### src/rtl/morra_pkg.sv
// morra_pkg: shared types, constants and the round-result rule for the
// MorraCinese match driver.
package morra_pkg;

    typedef enum logic [1:0] {
        NONE    = 2'b00,
        SASSO   = 2'b01,
        CARTA   = 2'b10,
        FORBICE = 2'b11
    } move_t;

    typedef enum logic [1:0] {
        INVALID = 2'b00,
        P1      = 2'b01,
        P2      = 2'b10,
        TIE     = 2'b11
    } result_t;

    typedef enum logic [2:0] {
        IDLE  = 3'd0,
        INIT  = 3'd1,
        PLAY  = 3'd2,
        CHECK = 3'd3,
        FIN   = 3'd4
    } state_t;

    localparam int MIN_ROUNDS = 4;

    // Round outcome as the core should report it for a pair of issued moves.
    function automatic result_t expected_result(input move_t p, input move_t s);
        if (p == NONE || s == NONE) return INVALID;
        if (p == s) return TIE;
        if ((p == SASSO   && s == FORBICE) ||
            (p == FORBICE && s == CARTA)   ||
            (p == CARTA   && s == SASSO)) return P1;
        return P2;
    endfunction

endpackage

### src/rtl/morra_lfsr8.sv
// morra_lfsr8: 8-bit Fibonacci LFSR (taps 8,6,5,4), shifts left with the
// feedback entering bit 0. A zero seed would lock up, so it is forced to 1.
module morra_lfsr8 #(
    parameter logic [7:0] SEED = 8'h01
) (
    input  logic       clk,
    input  logic       rst,
    input  logic       advance,
    output logic [7:0] state
);

    localparam logic [7:0] SEED_EFF = (SEED == 8'h00) ? 8'h01 : SEED;

    logic fb;
    assign fb = state[7] ^ state[5] ^ state[4] ^ state[3];

    // Load the seed on reset, step only when asked.
    always_ff @(posedge clk) begin
        if (rst) state <= SEED_EFF;
        else if (advance) state <= {state[6:0], fb};
    end

endmodule

### src/rtl/morra_match_driver.sv
// morra_match_driver: runs one MorraCinese match per start request, issuing
// LFSR-driven moves for both players and tallying the core's round results.
// Defining MORRA_RESULT_CHECK_EN adds a checker that counts rounds where the
// core's MANCHE disagrees with the moves that were issued.
//
// state | meaning
// IDLE  | waiting for start, moves driven 00
// INIT  | INIZIA strobe, round count code on PRIMO/SECONDO
// PLAY  | issue one pair of moves, step LFSRs and round counter
// CHECK | sample MANCHE/PARTITA, decide on another round or finish
// FIN   | one-cycle done pulse, back to IDLE
module morra_match_driver
    import morra_pkg::*;
#(
    parameter logic [7:0] SEED_P = 8'hA5,
    parameter logic [7:0] SEED_S = 8'h3C
) (
    input  logic       clk,
    input  logic       rst,
    input  logic       start,
    input  logic [3:0] cfg_rounds,
    input  logic [1:0] MANCHE,
    input  logic [1:0] PARTITA,
    output logic [1:0] PRIMO,
    output logic [1:0] SECONDO,
    output logic       INIZIA,
    output logic       busy,
    output logic       done,
    output logic [1:0] winner,
    output logic       timeout,
    output logic [4:0] wins_p,
    output logic [4:0] wins_s,
    output logic [4:0] ties,
    output logic [4:0] invalids,
    output logic [4:0] mismatches
);

    state_t     state, state_nxt;
    logic [3:0] cfg_q;
    logic [4:0] round_cnt;
    logic [4:0] budget;
    logic [7:0] lfsr_p, lfsr_s;
    logic       advance;
    move_t      move_p, move_s;
    logic       last_round;
    logic       unused_lfsr_bits;

    function automatic logic [4:0] sat_inc(input logic [4:0] v);
        return (v == 5'd31) ? v : v + 5'd1;
    endfunction

    assign advance = (state == PLAY);

    morra_lfsr8 #(.SEED(SEED_P)) u_lfsr_p (
        .clk    (clk),
        .rst    (rst),
        .advance(advance),
        .state  (lfsr_p)
    );

    morra_lfsr8 #(.SEED(SEED_S)) u_lfsr_s (
        .clk    (clk),
        .rst    (rst),
        .advance(advance),
        .state  (lfsr_s)
    );

    // Only the two low bits choose a move; the rest just feed the sequence.
    assign unused_lfsr_bits = ^{lfsr_p[7:2], lfsr_s[7:2]};

    // 00 is not a legal move, so it folds onto rock.
    assign move_p = (lfsr_p[1:0] == 2'b00) ? SASSO : move_t'(lfsr_p[1:0]);
    assign move_s = (lfsr_s[1:0] == 2'b00) ? SASSO : move_t'(lfsr_s[1:0]);

    assign budget     = {1'b0, cfg_q} + 5'(MIN_ROUNDS);
    assign last_round = (round_cnt == budget);

    // State register.
    always_ff @(posedge clk) begin
        if (rst) state <= IDLE;
        else     state <= state_nxt;
    end

    // Next-state decode and the core-facing / status outputs.
    always_comb begin
        state_nxt = state;
        PRIMO     = 2'b00;
        SECONDO   = 2'b00;
        INIZIA    = 1'b0;
        busy      = 1'b0;
        done      = 1'b0;
        case (state)
            IDLE: begin
                if (start) state_nxt = INIT;
            end
            INIT: begin
                INIZIA    = 1'b1;
                PRIMO     = cfg_q[3:2];
                SECONDO   = cfg_q[1:0];
                busy      = 1'b1;
                state_nxt = PLAY;
            end
            PLAY: begin
                PRIMO     = move_p;
                SECONDO   = move_s;
                busy      = 1'b1;
                state_nxt = CHECK;
            end
            CHECK: begin
                busy = 1'b1;
                if (PARTITA != 2'b00 || last_round) state_nxt = FIN;
                else                                state_nxt = PLAY;
            end
            FIN: begin
                done      = 1'b1;
                state_nxt = IDLE;
            end
            default: state_nxt = IDLE;
        endcase
    end

    // Match configuration, round counter, tallies and final result.
    always_ff @(posedge clk) begin
        if (rst) begin
            cfg_q     <= '0;
            round_cnt <= '0;
            wins_p    <= '0;
            wins_s    <= '0;
            ties      <= '0;
            invalids  <= '0;
            winner    <= 2'b00;
            timeout   <= 1'b0;
        end else begin
            case (state)
                IDLE: begin
                    if (start) begin
                        cfg_q    <= cfg_rounds;
                        wins_p   <= '0;
                        wins_s   <= '0;
                        ties     <= '0;
                        invalids <= '0;
                        winner   <= 2'b00;
                        timeout  <= 1'b0;
                    end
                end
                INIT: round_cnt <= '0;
                PLAY: round_cnt <= round_cnt + 5'd1;
                CHECK: begin
                    case (MANCHE)
                        2'b01:   wins_p   <= sat_inc(wins_p);
                        2'b10:   wins_s   <= sat_inc(wins_s);
                        2'b11:   ties     <= sat_inc(ties);
                        default: invalids <= sat_inc(invalids);
                    endcase
                    // A real match result takes precedence over the budget.
                    if (PARTITA != 2'b00) begin
                        winner <= PARTITA;
                    end else if (last_round) begin
                        timeout <= 1'b1;
                        winner  <= 2'b00;
                    end
                end
                default: ;
            endcase
        end
    end

`ifdef MORRA_RESULT_CHECK_EN
    move_t      move_p_q, move_s_q;
    logic [4:0] mism_q;

    // Remember the issued moves and compare the core's verdict against them.
    always_ff @(posedge clk) begin
        if (rst) begin
            move_p_q <= NONE;
            move_s_q <= NONE;
            mism_q   <= '0;
        end else begin
            if (state == IDLE && start) mism_q <= '0;
            if (state == PLAY) begin
                move_p_q <= move_p;
                move_s_q <= move_s;
            end
            if (state == CHECK && MANCHE != 2'(expected_result(move_p_q, move_s_q)))
                mism_q <= sat_inc(mism_q);
        end
    end

    assign mismatches = mism_q;
`else
    assign mismatches = 5'd0;
`endif

endmodule

### config.mk
export PLATFORM = sky130hd
export DESIGN_NAME = morra_match_driver
export DESIGN_NICKNAME = d
export VERILOG_FILES = /design/src/rtl/morra_pkg.sv /design/src/rtl/morra_lfsr8.sv /design/src/rtl/morra_match_driver.sv
export SDC_FILE = /design/constraint.sdc
export NUM_CORES = 1
export LEC_CHECK = 0
export BUFFER_PORTS_ARGS = -buffer_cell sky130_fd_sc_hd__buf_2
export CORE_UTILIZATION = 59
export CTS_CLUSTER_DIAMETER = 50
export CTS_CLUSTER_SIZE = 20
export DETAILED_ROUTE_END_ITERATION = 16
export HOLD_SLACK_MARGIN = 0.06
export PLACE_DENSITY_LB_ADDON = 0.3
export SLEW_MARGIN = 0
export SYNTH_ARGS = -nofsm -noshare
export SYNTH_HDL_FRONTEND = slang
export SYNTH_SLANG_ARGS = --single-unit
### constraint.sdc
create_clock -name clk -period 3 [get_ports clk]
set_clock_uncertainty 0.2 [all_clocks]
set_input_delay 0.3 -clock clk [delete_from_list [all_inputs] [get_ports clk]]
set_output_delay 0.3 -clock clk [all_outputs]
set_load 0.01 [all_outputs]
==> results of run 1 <==
-- power groups by stage --
| stage | logic (mW) | registers [mW] | clock network [mW] |
|---|---|---|---|
| 2_1_floorplan | 0.148 | 0.734 | 0 |
| 3_3_place_gp | 0.164 | 0.745 | 0 |
| 3_5_place_dp | 0.166 | 0.746 | 0 |
| 4_1_cts | 0.171 | 0.730 | 0.425 |
| 5_1_grt | 0.190 | 0.736 | 0.454 |
| 6_report | 0.170 | 0.730 | 0.414 |
-- how the worst max path moves through the flow --
stage / from / to / slack (ps) / depth (start not counted)
floorplan: ties[0] / ties[0] / 1040 / 7
global placement: state[2] / invalids[3] / 1010 / 3
detailed placement: ties[0] / ties[0] / 930 / 7
CTS: state[1] / PRIMO[0] / 770 / 3
global route: state[0] / SECONDO[0] / 610 / 4
finish: state[1] / SECONDO[0] / 780 / 3
-- registers in the layout, indices dropped and copies added, names as in the netlist --
name	count
wins_s	5
u_lfsr_p.state	8
timeout	1
u_lfsr_s.state	8
winner	2
ties	5
state	3
invalids	5
cfg_q	4
round_cnt	5
wins_p	5
-- per-layer routing --
metal	vias to the layer above	routed length [microns]	share of wire [%]	global-route usage, %
met5	-	0	0	0
met4	0	96	2.0	11.4
met3	9	260	5.3	5.99
met2	55	2260	46	41.9
met1	929	2260	46	28.7
li1	1066	-	-	-
-- layout make-up --
cell class / instances / area, sq um
multi-input cells: 225 / 1320
fillers: 353 / 1240
flip-flops and latches: 51 / 1020
repair buffers: 45 / 248
clock buffers: 6 / 82.6
well taps: 50 / 62.6
clock inverters: 2 / 16.3
inverters: 3 / 11.3
-- Yosys cell counts, types with 3 or more instances --
cell type / n
xor2_1: 10
mux2_1: 3
o21ai_1: 3
buf_2: 8
a211oi_1: 7
ha_1: 10
a21oi_1: 27
nand3_1: 19
dfxtp_1: 51
clkbuf_1: 4
inv_1: 3
xnor2_1: 10
nand3b_1: 6
nand2_1: 50
buf_4: 7
nor2_1: 33
and3_1: 10
nor2b_1: 4
-- cell usage in the layout (no fill, tap or decap), types with 6 or more instances in the layout --
cell type,count
dfxtp_1,51
nand2_1,50
buf_2,40
nor2_1,33
a21oi_1,27
nand3_1,19
and3_1,10
xor2_1,10
xnor2_1,10
ha_1,10
a211oi_1,7
nand3b_1,6
clkbuf_8,6
-- critical path, cell delays in order (launching register included) --
cell and delay [ps]:
dfxtp_1 530, or3b_4 560, o21ai_1 180, buf_2 140
-- through the flow --
| step | hold WS, ps | setup WS, ps | utilization, % | cells | power [mW] |
|---|---|---|---|---|---|
| after global placement | 244 | 1010 | 65.6 | 370 | 0.909 |
| after global routing | 151 | 611 | 69.1 | 382 | 1.38 |
| after floorplan | 232 | 1040 | - | 300 | 0.882 |
| after detailed placement | 254 | 932 | 65.6 | 370 | 0.912 |
| after CTS | 125 | 775 | 69.1 | 382 | 1.33 |
| final | 134 | 780 | 69.1 | 382 | 1.31 |
-- repair_timing --
action | 4_1_cts | 5_1_grt
buffers inserted | 0 | 0
hold endpoints to repair | 4 | 0
hold buffers | 4 | 0
-- kinds of logic after synthesis --
family,Yosys count,synth area share [%]
muxes,4,1.83
and+or+nand+nor,141,28.1
other,1,0.152
buffers and inverters,24,5.74
adders and majority gates,10,5.08
xor gates and xnor gates,20,7.11
DFF,51,41.4
AOI/OAI and AO/OA,45,10.6
==> metrics, run 1 <==
EDFF count, synth 0; Die Ht roughly 67 microns; clk sink count between 50 and 60; Synth async-reset ratio 0%; Setup crit end kind output port; max_cap viols 0; clock insertion delay at the later pin of the skew report between 300 and 400 ps; H-tree levels 2; synthesized area ~2500 sq um; setup slack, reg-to-reg a little over 900 ps; share of cells above drive strength 1 roughly 17%; Logic pwr share between 10% and 20%; cell accounting for the most synthesized area dfxtp_1; largest cells by area after synthesis dfxtp_1 41%, nand2_1 7.6%, a21oi_1 5.5%, ha_1 5.1%, nor2_1 5.0%; post-CTS sizing 0; Setup-failing EPs final 0; # DRC 0; Least-Margin Pin Slew between 700 and 800 ps; Initial Utilization around three fifths; top cell type's share of synthesized area between 40% and 50%; #FFs+latches synth 51; CTS root buffer clkbuf_8; largest net degree at the start of global routing 43; first-pass GRT wire length between 8000 and 9000 microns; fin crit period approximately 2200 ps; status complete, no violations; Internal between 0.9 and 1 mW; Post-DRT Antenna Nets 0; sw frac between 20 and 30%; warnings from Yosys 0; final worst-path cycle share approximately 74%; Hold Path Origin PARTITA[1]; Seq/Total Area, Yosys 41.4%; Synth Flop Type dfxtp_1; CTS tree built; RSZ-0062 raised after global routing no; worst reg2reg path depth 7; Hold Vio Cnt, Final 0; Clock Path Buffers 2; IO Pins 46; R2R Path Start ties[0]; GRT Total Usage about 25%; leakage power around 1.2 nW; Placed Instance Area around 2600 sq um; setup tns final 0 ps; Slew Limit Fails 0; Total Wirelength slightly below 5000 microns; Setup Crit Path Kind reg2out; DIE AREA approximately 4400 sq um; 1st-iter DRT viols 100; die width between 60 and 70 microns; DR vias approximately 2100; wire length per cell 12.8 microns; required time of the critical path 2500 ps; Avg Inst Size Synth around 8.3 sq um; Setup crit start kind flop; First-pass DRT Iterations 4; HPWL Detailed ~3400 microns; area grow syn2layout 12.1%; worst r2r dst ties[0]; GRT overflow 0; hold path endpoint winner[1]; total CTS buffers 5; initial antenna violation count 0; I/O Buffers 40; number of global-route vias before repair 1932; GPL Wtd Cong 0.797; critical path arrival roughly 1700 ps; Layout Nets approximately 350; ANT cells 0; fin area ~2800 sq um; library cells used by synthesis 40; Core Footprint around 4000 sq um; Net Sw Power ~0.36 mW; Max VDD drop roughly 0.00029 V; Worst-path clk slew 80 ps; Hold Path Stages 3; Power Dens Cells ~480 nW/um^2; Reg power frac 55.6%; via/cell ratio ~5.4; Gate Count Post-Synth around 300; fmax between 400 and 500 MHz; Max-slew headroom between 50% and 60%; Hold/Removal Path Class in2reg; Worst Path Max Fanout 22; Clk pwr share a little under a third; Rows 23
Note: power is estimated with default switching activity, not from simulation.
==> run 2: changes to the inputs <==
--- a/config.mk
+++ b/config.mk
@@ -5,8 +5,9 @@
 export SDC_FILE = /design/constraint.sdc
 export NUM_CORES = 1
 export LEC_CHECK = 0
+export ABC_AREA = 1
 export BUFFER_PORTS_ARGS = -buffer_cell sky130_fd_sc_hd__buf_2
-export CORE_UTILIZATION = 59
+export CORE_UTILIZATION = 55
 export CTS_CLUSTER_DIAMETER = 50
 export CTS_CLUSTER_SIZE = 20
 export DETAILED_ROUTE_END_ITERATION = 16
==> constraint.sdc (replaced) <==
create_clock -name clk -period 2.3 [get_ports clk]
set_clock_uncertainty 0.2 [all_clocks]
set_input_delay 0.23 -clock clk [delete_from_list [all_inputs] [get_ports clk]]
set_output_delay 0.23 -clock clk [all_outputs]
set_load 0.01 [all_outputs]
==> metrics, run 2 <==
worst-path cell chain inv_2 > nor3_4 > nand2_1 > o21ai_0 > buf_2 (was or3b_4 > o21ai_1 > buf_2); Net Sw Power 0.530 mW (was 0.355 mW); Clk pwr share 32.7% (was 31.5%); Core Footprint 4140 sq um (was 4000 sq um); required time of the critical path 1870 ps (was 2500 ps); RSZ-0062 raised after global routing no (unchanged); Logic pwr share 16.1% (was 13.0%); Rows 23 (unchanged); DR vias 2250 (was 2059); final worst-path cycle share between 90 and 100%; Synth top cells by count 79 x nand2_1, 51 x dfxtp_1, 32 x a21oi_1, 32 x nor2_1, 31 x inv_1 (was 51 x dfxtp_1, 50 x nand2_1, 33 x nor2_1, 27 x a21oi_1, 19 x nand3_1); share of cells above drive strength 1 18.1% (was 16.9%); Initial Utilization 59.4% (was 61.6%); clock insertion delay at the later pin of the skew report 310 ps (about the same); Worst-path clk slew 100 ps (was 80 ps); H-tree levels 2 (unchanged); GPL Wtd Cong 0.888 (was 0.797); Avg Inst Size Synth 7.31 sq um (was 8.33 sq um); Setup crit start kind flop (unchanged); I/O Buffers 40 (unchanged); top cell type's share of synthesized area 41.5% (was 41.4%); Hold Path Stages 3 (unchanged); # DRC 0 (unchanged); number of global-route vias before repair 1956 (was 1932); initial antenna violation count 0 (unchanged); 1st-iter DRT viols 150 (was 100); Die Ht 68.9 microns (was 66.6 microns); hold path endpoint state[0] (was winner[1]); dpl cells 421 (was 370); total CTS buffers 5 (unchanged); status complete, no violations (unchanged); fmax about 470 MHz; Setup Crit Path Kind reg2out (unchanged); IO Pins 46 (unchanged); Gate Count Post-Synth 337 (was 296); worst reg2reg path depth 10 (was 7); GRT overflow 0 (unchanged); largest registers u_lfsr_p.state (8), u_lfsr_s.state (8) (unchanged); post-CTS repair timing setup buffer count 0 (unchanged); Power Dens Cells 668 nW/um^2 (was 476 nW/um^2); Least-Margin Pin Slew 501 ps (was 704 ps); die width 68.9 microns (was 66.6 microns); Synth async-reset ratio 0% (unchanged); most common cell in the netlist nand2_1 (was dfxtp_1); Total Wirelength 5190 microns (was 4870 microns); CTS root buffer clkbuf_8 (unchanged); first-pass GRT wire length 8390 microns (was 8190 microns); commonest non-fill, non-tap cell in the layout nand2_1 (was dfxtp_1); via/cell ratio 5.16 (was 5.39); Max VDD drop 0.000555 V (was 0.000288 V); library cells used by synthesis 33 (was 40); GRT Total Usage 24.2% (was 24.6%); Hold Vio Cnt, Final 0 (unchanged); Reg power frac 51.2% (was 55.6%); area grow syn2layout 15.6% (was 12.1%); synthesized area 2460 sq um (about the same); Synth Flop Type dfxtp_1 (unchanged); Seq/Total Area, Yosys 41.5% (was 41.4%); Clock Path Buffers 2 (unchanged); cell accounting for the most synthesized area dfxtp_1 (unchanged); Hold Path Origin start (was PARTITA[1]); wire length per cell 11.9 microns (was 12.8 microns); worst r2r dst invalids[2] (was ties[0]); ANT cells 0 (unchanged); Internal 1.37 mW (was 0.959 mW); #FFs+latches synth 51 (unchanged); R2R Path Start invalids[0] (was ties[0]); Critical-path top delay cell dfxtp_1 (was or3b_4); Layout Nets 406 (was 352); max_cap viols 0 (unchanged); Setup crit end kind output port (unchanged); Slew Limit Fails 0 (unchanged); CTS tree built (unchanged); crit-path max cell delay 430 ps (was 560 ps); setup slack, reg-to-reg 270 ps (was 920 ps); setup tns final 0 ps (unchanged); EDFF count, synth 0 (unchanged); Post-DRT Antenna Nets 0 (unchanged); Max-slew headroom 66.5% (was 53.1%); largest net degree at the start of global routing 26 (was 43); largest cells by area after synthesis dfxtp_1 41%, nand2_1 12%, a21oi_1 6.5%, ha_1 5.1%, nor2_1 4.9% (was dfxtp_1 41%, nand2_1 7.6%, a21oi_1 5.5%, ha_1 5.1%, nor2_1 5.0%); highest-count cells in the layout ignoring fill and taps 79 x nand2_1, 51 x dfxtp_1, 40 x buf_2 (was 51 x dfxtp_1, 50 x nand2_1, 40 x buf_2); leakage power 1.32 nW (was 1.23 nW); HPWL Detailed 3640 microns (was 3420 microns); Worst Path Max Fanout 12 (was 22); fin crit period 2140 ps; First-pass DRT Iterations 4 (unchanged); sw frac 27.9% (was 27.0%); warnings from Yosys 0 (unchanged); clk sink count 51 (unchanged); DIE AREA 4750 sq um (was 4440 sq um); critical path arrival 1710 ps (was 1720 ps); Hold/Removal Path Class in2reg (unchanged); Setup-failing EPs final 0 (unchanged); fin cells 436 (was 382)
-- run 2: cell count changes after synthesis, moves of 6 or more --
cell	change
nand2_1	+29
inv_1	+28
o21ai_0	+19
and3_1	-10
buf_2	-7
xor2_1	-7
a211oi_1	-6
nand3b_1	-6
-- run 2: cell type report --
type | count | area (sq um)
clock inverters | 3 | 43.8
fillers | 357 | 1300
flip-flops and latches | 51 | 1020
repair buffers | 51 | 300
clock buffers | 5 | 68.8
well taps | 50 | 62.6
inverters | 39 | 151
multi-input cells | 237 | 1200
-- run 2: critical path: cells and delay by family (launching register included) --
kind,cells,cell delay [ps]
AOI/OAI and AO/OA,1,150
buffers and inverters,2,250
DFF,1,430
and+or+nand+nor,2,580
-- run 2: per-stage QoR --
| step | hold slack, ps | setup slack, ps | total power, mW | cell area [sq um] | util [%] |
|---|---|---|---|---|---|
| floorplan | 168 | 485 | 1.23 | 2480 | - |
| global placement | 242 | 427 | 1.28 | 2660 | 64.3 |
| detailed placement | 256 | 323 | 1.29 | 2660 | 64.3 |
| CTS | 74.4 | 207 | 1.92 | 2850 | 68.7 |
| global route | 102 | 30.7 | 2.01 | 2850 | 68.7 |
| finish | 72.6 | 158 | 1.90 | 2850 | 68.7 |
-- run 2: power by group through the flow --
stage,Combinational [mW],Clock (mW),Sequential (mW)
finish,0.307,0.622,0.974
detailed placement,0.294,0,0.993
global route,0.347,0.681,0.980
floorplan,0.244,0,0.981
CTS,0.305,0.639,0.973
global placement,0.288,0,0.992
-- run 2: routing by layer --
metal / up-vias / routed length [microns] / GRT usage [%]
met5: - / 0 / 0
met4: 0 / 89 / 7.40
met3: 8 / 231 / 6.91
met2: 52 / 2380 / 39.1
met1: 1028 / 2490 / 31.1
li1: 1162 / - / -
-- run 2: worst max path at each step --
stage                     cells past startpoint  slack, ps        start     endpoint
final                                         5        160     state[1]   SECONDO[1]
after global routing                          5         30     state[1]   SECONDO[1]
after CTS                                     5        210     state[1]     PRIMO[0]
after detailed placement                     10        320  invalids[0]  invalids[2]
after global placement                       10        430  invalids[0]  invalids[2]
after floorplan                              10        490  invalids[0]  invalids[2]
-- run 2: cells by family after synthesis --
kind of cell | Yosys count | synth area share [%]
AND/OR/NAND/NOR | 147 | 25.4
AO/OA/AOI/OAI | 65 | 13.9
buffers and inverters | 53 | 10.5
flip-flops | 51 | 41.5
XOR/XNOR | 10 | 3.56
adder cells (fa/ha/maj) | 10 | 5.08
other | 1 | 0.152
-- run 2: timing repair --
item                      in CTS  in global routing
hold endpoints to repair       7                  0
hold buffers                   7                  0
gates resized for setup        0                  0
==> run 3: changes to the inputs <==
--- a/config.mk
+++ b/config.mk
@@ -5,9 +5,10 @@
 export SDC_FILE = /design/constraint.sdc
 export NUM_CORES = 1
 export LEC_CHECK = 0
-export ABC_AREA = 1
+export ABC_AREA = 0
 export BUFFER_PORTS_ARGS = -buffer_cell sky130_fd_sc_hd__buf_2
-export CORE_UTILIZATION = 55
+export CORE_UTILIZATION = 57
+export CTS_BUF_LIST = sky130_fd_sc_hd__clkbuf_8
 export CTS_CLUSTER_DIAMETER = 50
 export CTS_CLUSTER_SIZE = 20
 export DETAILED_ROUTE_END_ITERATION = 16
==> metrics, run 3 (synthesis results as in run 1) <==
HPWL Detailed 3400 microns (was 3640 microns); number of global-route vias before repair 1890 (was 1956); highest-count cells in the layout ignoring fill and taps 51 x dfxtp_1, 50 x nand2_1, 40 x buf_2 (was 79 x nand2_1, 51 x dfxtp_1, 40 x buf_2); Rows 23 (unchanged); multi-input logic area 1320 sq um (was 1200 sq um); I/O Buffers 40 (unchanged); max_cap viols 0 (unchanged); Worst Path Max Fanout 22 (was 12); status complete, no violations (unchanged); Layout Nets 358 (was 406); # DRC 0 (unchanged); Core Footprint 4090 sq um (was 4140 sq um); First-pass DRT Iterations 4 (unchanged); post-CTS repair timing setup buffer count 0 (unchanged); commonest non-fill, non-tap cell in the layout dfxtp_1 (was nand2_1); largest registers u_lfsr_p.state (8), u_lfsr_s.state (8) (unchanged); leakage power 1.26 nW (was 1.32 nW); Setup-failing EPs final 0 (unchanged); FF/Latch Area 1020 sq um (unchanged); fmax 458 MHz (was 467 MHz); crit-path max cell delay 560 ps (was 430 ps); fin crit period 2180 ps (was 2140 ps); GRT overflow 0 (unchanged); Max VDD drop 0.000369 V (was 0.000555 V); Setup crit start kind flop (unchanged); Initial Utilization 60.3% (was 59.4%); final worst-path cycle share 94.9% (was 93.1%); Worst-path clk slew 90 ps (was 100 ps); Power Dens Cells 598 nW/um^2 (was 668 nW/um^2); worst-path cell chain or3b_4 > o21ai_1 > buf_2 (was inv_2 > nor3_4 > nand2_1 > o21ai_0 > buf_2); clock insertion delay at the later pin of the skew report 300 ps (was 310 ps); Setup crit end kind output port (unchanged); Least-Margin Pin Slew 634 ps (was 501 ps); crit-path leading delay family simple AND/OR/NAND/NOR gates (unchanged); Tot Pwr 1.67 mW (was 1.90 mW); clk sink count 51 (unchanged); ANT cells 0 (unchanged); fillers 366 (was 357); required time of the critical path 1870 ps (about the same); Slew Limit Fails 0 (unchanged); Post-DRT Antenna Nets 0 (unchanged); first-pass GRT wire length 8110 microns (was 8390 microns); H-tree levels 2 (unchanged); GRT Total Usage 23.9% (was 24.2%); initial antenna violation count 0 (unchanged); DIE AREA 4590 sq um (was 4750 sq um); die width 67.8 microns (was 68.9 microns); Hold/Removal Path Class in2reg (unchanged); Max-slew headroom 57.6% (was 66.5%); CTS tree built (unchanged); Setup Crit Path Kind reg2out (unchanged); CTS root buffer clkbuf_8 (unchanged); IO Pins 46 (unchanged); fin util 68.4% (was 68.7%); Die Ht 67.8 microns (was 68.9 microns); setup slack, reg-to-reg 290 ps (was 270 ps); RSZ-0062 raised after global routing no (unchanged); area grow syn2layout 13.4% (was 15.6%); Hold Vio Cnt, Final 0 (unchanged); post-CTS sizing 0 (unchanged); Critical path buffers and inverters 1 (was 2); critical path arrival 1750 ps (was 1710 ps); Total Wirelength 4830 microns (was 5190 microns); GPL Wtd Cong 0.792 (was 0.888); share of cells above drive strength 1 17.5% (was 18.1%); Critical-path top delay cell or3b_4 (was dfxtp_1); 1st-iter DRT viols 108 (was 150); Clock Path Buffers 2 (unchanged); DR vias 2076 (was 2250); largest net degree at the start of global routing 24 (was 26); setup tns final 0 ps (unchanged); wire length per cell 12.5 microns (was 11.9 microns); via/cell ratio 5.35 (was 5.16); total CTS buffers 5 (unchanged)
run 3: cell count changes in the layout (fill, tap and decap cells not counted), sizes merged, moves of 3 or more:
cell,previous run,this run
inv,38,5
nand2,83,52
o21ai,27,4
and3,0,10
xor2,3,10
a211oi,1,7
a21oi,33,27
nand3b,0,6
nor3,6,1
mux2,0,4
nor2b,0,4
xnor2,7,10
run 3: area by class of cell:
type	instances	area share (%)
Tap cell	50	2.24
Inverter	3	0.403
Multi-Input combinational cell	225	47.3
Clock buffer	5	2.46
Sequential cell	51	36.5
Clock inverter	3	0.448
Timing Repair Buffer	51	10.6
run 3: worst paths after layout:
check	startpoint	end	cells after the start
min reg2reg	timeout	timeout	2
min	PARTITA[0]	winner[0]	3
max	state[1]	PRIMO[0]	3
max reg2reg	wins_p[0]	wins_p[0]	7
run 3: what timing repair did:
action,4_1_cts,5_1_grt
endpoints found under the hold margin,5,0
setup endpoints to repair,0,0
hold buffers,5,0
run 3: metrics by stage:
step / worst slack, ps / area, sq um / cells / hold WS, ps
3_3_place_gp: 395 / 2660 / 375 / 230
6_report: 117 / 2790 / 388 / 64.6
5_1_grt: 11.4 / 2790 / 388 / 75.2
3_5_place_dp: 355 / 2660 / 375 / 243
2_1_floorplan: 344 / 2480 / 300 / 166
4_1_cts: 114 / 2790 / 388 / 60.1
run 3: power breakdown:
group	internal, mW	switching (mW)
clock network	0.205	0.278
registers	0.916	0.0381
logic	0.0999	0.135
total	1.22	0.450
run 3: worst min-delay path, delay by kind of cell:
family	cells	cell delay, ps
buffers and inverters	1	110
AO/OA/AOI/OAI	2	180
run 3: layer usage:
layer / track usage, % / vias to the layer above / share of wire [%]
met4: 8.78 / 0 / 1.8
met1: 29.0 / 948 / 47
met2: 41.0 / 44 / 47
li1: - / 1076 / -
met5: 0 / - / 0
met3: 5.07 / 8 / 3.5
